### src/rtl/sr_latch_driver_pkg.sv
// Shared definitions for the SR latch driver: FSM states, synchronizer depth
// and the sizing rule for the shared timing counter.
package sr_latch_driver_pkg;

  typedef enum logic [2:0] {
    ST_IDLE   = 3'd0,
    ST_PULSE  = 3'd1,
    ST_SETTLE = 3'd2,
    ST_CHECK  = 3'd3,
    ST_DEAD   = 3'd4
  } state_e;

  // Flops in the feedback synchronizer; the settle window is stretched by this.
  localparam int unsigned SYNC_DEPTH = 2;

  // Width needed to hold the longest timed phase of the sequence.
  function automatic int unsigned cnt_width(input int unsigned pulse_cycles,
                                            input int unsigned settle_cycles,
                                            input int unsigned dead_cycles);
    int unsigned longest;
    longest = pulse_cycles;
    if (settle_cycles + SYNC_DEPTH > longest) longest = settle_cycles + SYNC_DEPTH;
    if (dead_cycles > longest) longest = dead_cycles;
    return $clog2(longest + 1);
  endfunction

endpackage

### src/rtl/sync2.sv
// Two-flop synchronizer for an asynchronous level from the latch cell.
module sync2
  import sr_latch_driver_pkg::*;
(
  input  logic CLK,
  input  logic nRST,
  input  logic d,
  output logic q
);

  logic [SYNC_DEPTH-1:0] stage_q;
  logic [SYNC_DEPTH-1:0] stage_d;

  // Shift the raw input one stage deeper each cycle.
  always_comb begin
    stage_d = {stage_q[SYNC_DEPTH-2:0], d};
  end

  // Synchronizer stages, cleared by reset.
  always_ff @(posedge CLK) begin
    if (!nRST) stage_q <= '0;
    else       stage_q <= stage_d;
  end

  assign q = stage_q[SYNC_DEPTH-1];

endmodule

### src/rtl/sr_latch_driver.sv
// Drives the active-low set/reset pins of an SR latch cell with a fixed-width
// strobe, waits for the cell to settle, then reads Q/nQ back through a
// synchronizer and flags any disagreement with the requested value.
module sr_latch_driver
  import sr_latch_driver_pkg::*;
#(
  parameter int unsigned PULSE_CYCLES  = 2,
  parameter int unsigned SETTLE_CYCLES = 1,
  parameter int unsigned DEAD_CYCLES   = 1
) (
  input  logic CLK,
  input  logic nRST,
  input  logic req_valid,
  input  logic req_set,
  output logic req_ready,
  output logic nS,
  output logic nR,
  input  logic Q_fb,
  input  logic nQ_fb,
  output logic done,
  output logic err,
  input  logic err_clr,
  output logic q_state
);

  localparam int unsigned CW = cnt_width(PULSE_CYCLES, SETTLE_CYCLES, DEAD_CYCLES);

  // Counter reload values: a phase of N cycles loads N-1 and exits at zero.
  localparam logic [CW-1:0] PULSE_LOAD  = CW'(PULSE_CYCLES - 1);
  localparam logic [CW-1:0] SETTLE_LOAD = CW'(SETTLE_CYCLES + SYNC_DEPTH - 1);
  // The dead gap is measured from done, so the CHECK cycle already counts as
  // its first cycle; the DEAD state only covers the remainder.
  localparam logic [CW-1:0] DEAD_LOAD   = CW'((DEAD_CYCLES > 1) ? (DEAD_CYCLES - 2) : 0);

  state_e        state_q, state_d;
  logic [CW-1:0] cnt_q, cnt_d;
  logic          set_q, set_d;
  logic          ns_q, ns_d;
  logic          nr_q, nr_d;
  logic          done_q, done_d;
  logic          ready_q, ready_d;
  logic          err_q, err_d;
  logic          q_state_q, q_state_d;

  logic          q_sync;
  logic          nq_sync;
  logic          check_fail;

  sync2 u_sync_q (
    .CLK  (CLK),
    .nRST (nRST),
    .d    (Q_fb),
    .q    (q_sync)
  );

  sync2 u_sync_nq (
    .CLK  (CLK),
    .nRST (nRST),
    .d    (nQ_fb),
    .q    (nq_sync)
  );

  // A readback is bad if Q disagrees with the target or Q/nQ are not complementary.
  assign check_fail = (state_q == ST_CHECK) &&
                      ((q_sync != set_q) || (q_sync == nq_sync));

  // Sequencer: next state, shared counter, captured command and readback results.
  always_comb begin
    state_d   = state_q;
    cnt_d     = cnt_q;
    set_d     = set_q;
    q_state_d = q_state_q;
    unique case (state_q)
      ST_IDLE: begin
        if (req_valid) begin
          set_d   = req_set;
          cnt_d   = PULSE_LOAD;
          state_d = ST_PULSE;
        end
      end
      ST_PULSE: begin
        if (cnt_q == '0) begin
          cnt_d   = SETTLE_LOAD;
          state_d = ST_SETTLE;
        end else begin
          cnt_d = cnt_q - 1'b1;
        end
      end
      ST_SETTLE: begin
        if (cnt_q == '0) state_d = ST_CHECK;
        else             cnt_d   = cnt_q - 1'b1;
      end
      ST_CHECK: begin
        q_state_d = q_sync;
        if (DEAD_CYCLES > 1) begin
          cnt_d   = DEAD_LOAD;
          state_d = ST_DEAD;
        end else begin
          state_d = ST_IDLE;
        end
      end
      ST_DEAD: begin
        if (cnt_q == '0) state_d = ST_IDLE;
        else             cnt_d   = cnt_q - 1'b1;
      end
      default: begin
        cnt_d   = '0;
        state_d = ST_IDLE;
      end
    endcase
  end

  // Sticky error: a failing check wins over a simultaneous clear.
  always_comb begin
    err_d = err_q;
    if (check_fail)   err_d = 1'b1;
    else if (err_clr) err_d = 1'b0;
  end

  // Outputs are decoded from the next state so they are registered yet aligned with the state.
  always_comb begin
    ns_d    = !((state_d == ST_PULSE) &&  set_d);
    nr_d    = !((state_d == ST_PULSE) && !set_d);
    done_d  = (state_d == ST_CHECK);
    ready_d = (state_d == ST_IDLE);
  end

  // State and output registers with synchronous active-low reset.
  always_ff @(posedge CLK) begin
    if (!nRST) begin
      state_q   <= ST_IDLE;
      cnt_q     <= '0;
      set_q     <= 1'b0;
      ns_q      <= 1'b1;
      nr_q      <= 1'b1;
      done_q    <= 1'b0;
      ready_q   <= 1'b1;
      err_q     <= 1'b0;
      q_state_q <= 1'b0;
    end else begin
      state_q   <= state_d;
      cnt_q     <= cnt_d;
      set_q     <= set_d;
      ns_q      <= ns_d;
      nr_q      <= nr_d;
      done_q    <= done_d;
      ready_q   <= ready_d;
      err_q     <= err_d;
      q_state_q <= q_state_d;
    end
  end

  assign req_ready = ready_q;
  assign nS        = ns_q;
  assign nR        = nr_q;
  assign done      = done_q;
  assign err       = err_q;
  assign q_state   = q_state_q;

endmodule

### config.mk
export PLATFORM = sky130hd
export DESIGN_NAME = sr_latch_driver
export DESIGN_NICKNAME = d
export VERILOG_FILES = /design/src/rtl/sr_latch_driver_pkg.sv /design/src/rtl/sync2.sv /design/src/rtl/sr_latch_driver.sv
export SDC_FILE = /design/constraint.sdc
export NUM_CORES = 1
export LEC_CHECK = 0
export BUFFER_PORTS_ARGS = -buffer_cell sky130_fd_sc_hd__buf_4
export CORE_MARGIN = 8
export CORE_UTILIZATION = 40
export CTS_CLUSTER_SIZE = 28
export DETAILED_ROUTE_END_ITERATION = 12
export GPL_ROUTABILITY_DRIVEN = 0
export MAX_ROUTING_LAYER = met4
export PLACE_DENSITY = 0.57
export SYNTH_ARGS = -nofsm -noshare
export SYNTH_HDL_FRONTEND = slang
export SYNTH_SLANG_ARGS = --single-unit
### constraint.sdc
create_clock -name CLK -period 2.45 [get_ports CLK]
set_input_delay 0.245 -clock CLK [delete_from_list [all_inputs] [get_ports CLK]]
set_output_delay 0.245 -clock CLK [all_outputs]
set_load 0.05 [all_outputs]
### Yosys cells after proc, flatten, opt, wreduce, memory -nomap -nowiden

Index checks and enable logic that the tools add are counted.
W data, S select, Z words.

* register bits: 16
* latch bits: 0
* bits in writable memories: 0
* ROM bits: 0
* memories kept: 0

* $add $sub $neg: 1
* multiply operators: 0
* div/mod/pow operators: 0
* $lt $le $gt $ge: 0
* equal/unequal tests: 10
* shift-type cells: 0
* mux-type cells: 13
* bitwise gates (word level): 1
* reductions and logical operators: 13

Operator list (count)
* $mux W3: 4
* $pmux W3 S4: 1
* $eq A3 B2 Y1 const B: 3
* $pmux W2 S4: 1
* $eq A3 B1 Y1 const B: 2
* $logic_not A3 Y1: 2
* $mux W2: 3
* $mux W1: 4
* $ne A2 B2 Y1 const B: 2
* $eq A3 B3 Y1 const B: 1
* $logic_and A1 B1 Y1: 3
* $logic_not A1 Y1: 3
* $reduce_and A3 Y1: 1
* $logic_not A2 Y1: 1
* $reduce_bool A2 Y1: 1
* $reduce_or A2 Y1: 1
* $sub A2 B1 Y2 const B: 1
* $eq A1 B1 Y1: 1
* $logic_or A1 B1 Y1: 1
* $ne A1 B1 Y1: 1
* $not A1 Y1: 1

### Logic depth before layout (Yosys ltp)

* word-level depth: 6
* depth in mapped cells: 6
* gate-level depth less buffers: 6

### Hierarchy

A second synthesis with hierarchy kept.

* cell total of the unflattened synthesis: 79
* area total of the unflattened synthesis: 724.4 µm²

By module, submodules not included
* sr_latch_driver: times used 1, cells an instance 71, area each 619.3 µm²
* sync2: times used 2, cells an instance 4, area each 52.6 µm²

### Worst setup path before layout

Ideal clock, no wire load.

* path kind: reg2reg
* start point: reg cnt_q[0]
* end point: reg cnt_q[0]
* library setup time: 116 ps
* data arrival time: 1320 ps
* slack: 1014 ps
* cell stages (with the launch flop): 6
* path buffers: 0
* period minus slack after synthesis: 1436 ps
* path through: dfxtp_1 inv_1 ha_1 or2_2 a32o_1 o211a_1

* cells in the longest elaborated chain, start to end: 3
* elaborated cells between the ends (all ways): 7
* classes of those cells: 1 x add/sub; 1 x eq/ne; 3 x mux; 2 x reduce/logical

Ends and longest elaborated chain
* from (decl): RTL line sr_latch_driver.sv:36 `logic [CW-1:0] cnt_q, cnt_d;`
* from (signal assigned): RTL line sr_latch_driver.sv:142 `cnt_q <= cnt_d;`
* $sub A2 B1 Y2 or $logic_not A2 Y1 (tied branches)
* $mux W2 (tied with other cells): RTL line sr_latch_driver.sv:90, sr_latch_driver.sv:103
* $pmux W2 S4 or $reduce_and A3 Y1 (tied branches)

Several ways; a longest one is shown, not always the timed one. The select of a mux whose other input is x is not followed.
A chain may end at the register's enable or synchronous reset.

### Worst setup path in the final report

Ends and elaborated chain as after synthesis.

==> flow_summary.ini <==
[sta]
hold_violations = 0
setup_viol = 0
setup_ws_ns = 0.936
fin_crit_sh_pct = 61.8
setup_tns_ns = 0
fin_crit_ns = 1.51
rsz0062_at_grt = false
whs_ns = 0.156
worst_pin_slew_ns = 0.488
fin_skew_ns = 0.00246
clock.fmax_ghz = 0.661
final_max_slew_viol_count = 0
slew_headroom_pct = 67.4

[cts]
clk_pin_slew_ns = 0.10
htree_levels = 1
cts_tree = done
clock_path_buffers = 2
cts.sinks = 16
insertion_delay_ns = 0.29
cts_buffers = 3
postCtsHoldBufs = 0
cts_resized = 0
root_buffer = clkbuf_4
post-cts-setup-buffers = 0

[worst_setup_path]
cpPeakStageDelay_ns = 0.34
critPathTopFamily = compound AO/OA/AOI/OAI gates
arrival_ns = 1.71
path_buf_inv = 1
crit_path_start_kind = flop
reg2reg_depth = 5
path_class = flop to flop
setup.worst_path.end_class = flop
crit_chain = inv_1, ha_1, or2_2, a32o_1, o211a_1
cp.depth = 5
cp_data_required_time_ns = 2.65
cp_max_fo = 6
crit_slowest_cell = dfxtp_1

[synthesis]
synth_edf_count = 0
synth_top_cell_by_area = dfxtp_1
ys_seq_area_share_pct = 44.1
yosysMostFrequentCell = dfxtp_1
synth.top_cells.by_area = dfxtp_1 (44%), nor2_1 (3.6%), and2_1 (3.4%)
async_reset_ff_share_pct = 0
syn_inst = 78
syn-cell-area_um2 = 726
synth_nets = 87
yosysWarnings = 0
avgSynthCellArea_um2 = 9.30
synth.distinct_cells = 31
ys_ff_latch = 16
yosysTopAreaCellShare_pct = 44.1
synthTopCellsByCount = dfxtp_1 (16), nor2_1 (7), nand2_1 (6)
synth_flop_cell = dfxtp_1

[floorplan]
rows = 15
core_um2 = 1710
io_pins = 13
die_y_um = 58.6
start_util_pct = 42.5
die_w_um = 58.6
die_area_um2 = 3430

[power_and_ir_drop]
pwr_density_cell_nw_per_um2 = 756
p_seq_share_pct = 48.0
power.total_mw = 0.649
p_leak_nw = 0.369
p_comb_share_pct = 24.3
switchingPower_mw = 0.203
switching_share_pct = 31.2
ir_drop_v = 0.000354
p_int_mw = 0.446
clock_power_share_pct = 27.7

[run]
maxCapViolCount = 0

[drt]
firstDrtPassIters = 2
wl_mm = 1.29
vias_per_cell = 4.78
route.detailed.drc = 0
wl_per_cell_um = 11.2
drt_iter0_drc = 7
via_count = 550
ant_nets = 0

[grt]
antenna_found_initial = 0
grt_pass1_vias = 468
grt_max_degree = 16
grt_pass1_wl_mm = 2.19
grt-ovfl-total = 0
grt_usage_pct = 8.70

[placed_design]
place_inst = 111
dp_hpwl_um = 907
place_area_um2 = 822
post-place-ws_ns = 0.950
numPortBuffers = 12

[cells_and_area]
fin_nets = 100
antenna_cells = 0
stdcell_count = 115
utilization_pct = 50.3
stdcell_area_um2 = 858
syn2layout_area_growth_pct = 18.3
drive_above_1_share_pct = 23.3

[worst_hold_path]
min_delay_path_depth = 2
hp-class = input pin to flop

[outcome]
status = completed
==> layer usage <==
| metal | routed length (um) | GRT usage [%] |
|---|---|---|
| met1 | 684 | 10.9 |
| met2 | 516 | 10.6 |
| met3 | 74 | 3.91 |
| met4 | 10 | 6.14 |
| met5 | 0 | - |
==> final cells by class <==
class                   count  area [um^2]
fillers                   168          850
inverters                   4         15.0
multi-input cells          54          365
repair buffers             12         90.1
flip-flops and latches     16          320
clock buffers               4         36.3
well taps                  25         31.3
==> state kept, by name (all words and copies together) (netlist names) <==
name and flops:
u_sync_nq.stage_q 2, q_state 1, done 1, set_q 1, req_ready 1, cnt_q 2
err 1, nS 1, nR 1, state_q 3, u_sync_q.stage_q 2
==> worst register-to-register path, stage by stage (launching register included) <==
cell and delay [ns]:
dfxtp_1 0.34, inv_1 0.07, ha_1 0.26, or2_2 0.29, a32o_1 0.25, o211a_1 0.22
==> placed cells by master (no fill, tap or decap), drive strengths merged, types with 3 or more instances in the layout <==
master and n:
dfxtp 16, buf 12, nor2 7, nand2 6
inv 4, nor2b 4, and2 4, nand2b 4
clkbuf 4, o21ai 3
==> path summary, 6_finish.rpt <==
| path | start | end | slack, ns |
|---|---|---|---|
| setup / recovery | cnt_q[0] | cnt_q[0] | 0.94 |
| hold / removal | Q_fb | u_sync_q.stage_q[0] | 0.16 |
| setup reg to reg | cnt_q[0] | cnt_q[0] | 0.94 |
| hold reg to reg | u_sync_q.stage_q[0] | u_sync_q.stage_q[1] | 0.44 |
==> cell families after synthesis <==
| kind of cell | after synthesis | synth area share [%] |
|---|---|---|
| AND/OR/NAND/NOR | 34 | 26.9 |
| adder cells (fa/ha/maj) | 2 | 3.45 |
| buffers and inverters | 8 | 5.52 |
| XOR/XNOR | 1 | 1.21 |
| AO/OA/AOI/OAI | 13 | 12.9 |
| flip-flops | 16 | 44.1 |
| multiplexers | 4 | 5.86 |
==> power by group through the flow <==
stage | logic [mW] | registers, mW | clock network, mW
finish | 0.157 | 0.311 | 0.180
global route | 0.177 | 0.315 | 0.202
CTS | 0.159 | 0.311 | 0.183
detailed placement | 0.158 | 0.318 | 0
global placement | 0.157 | 0.317 | 0
floorplan | 0.107 | 0.329 | 0
Note: power is estimated with default switching activity, not from simulation.
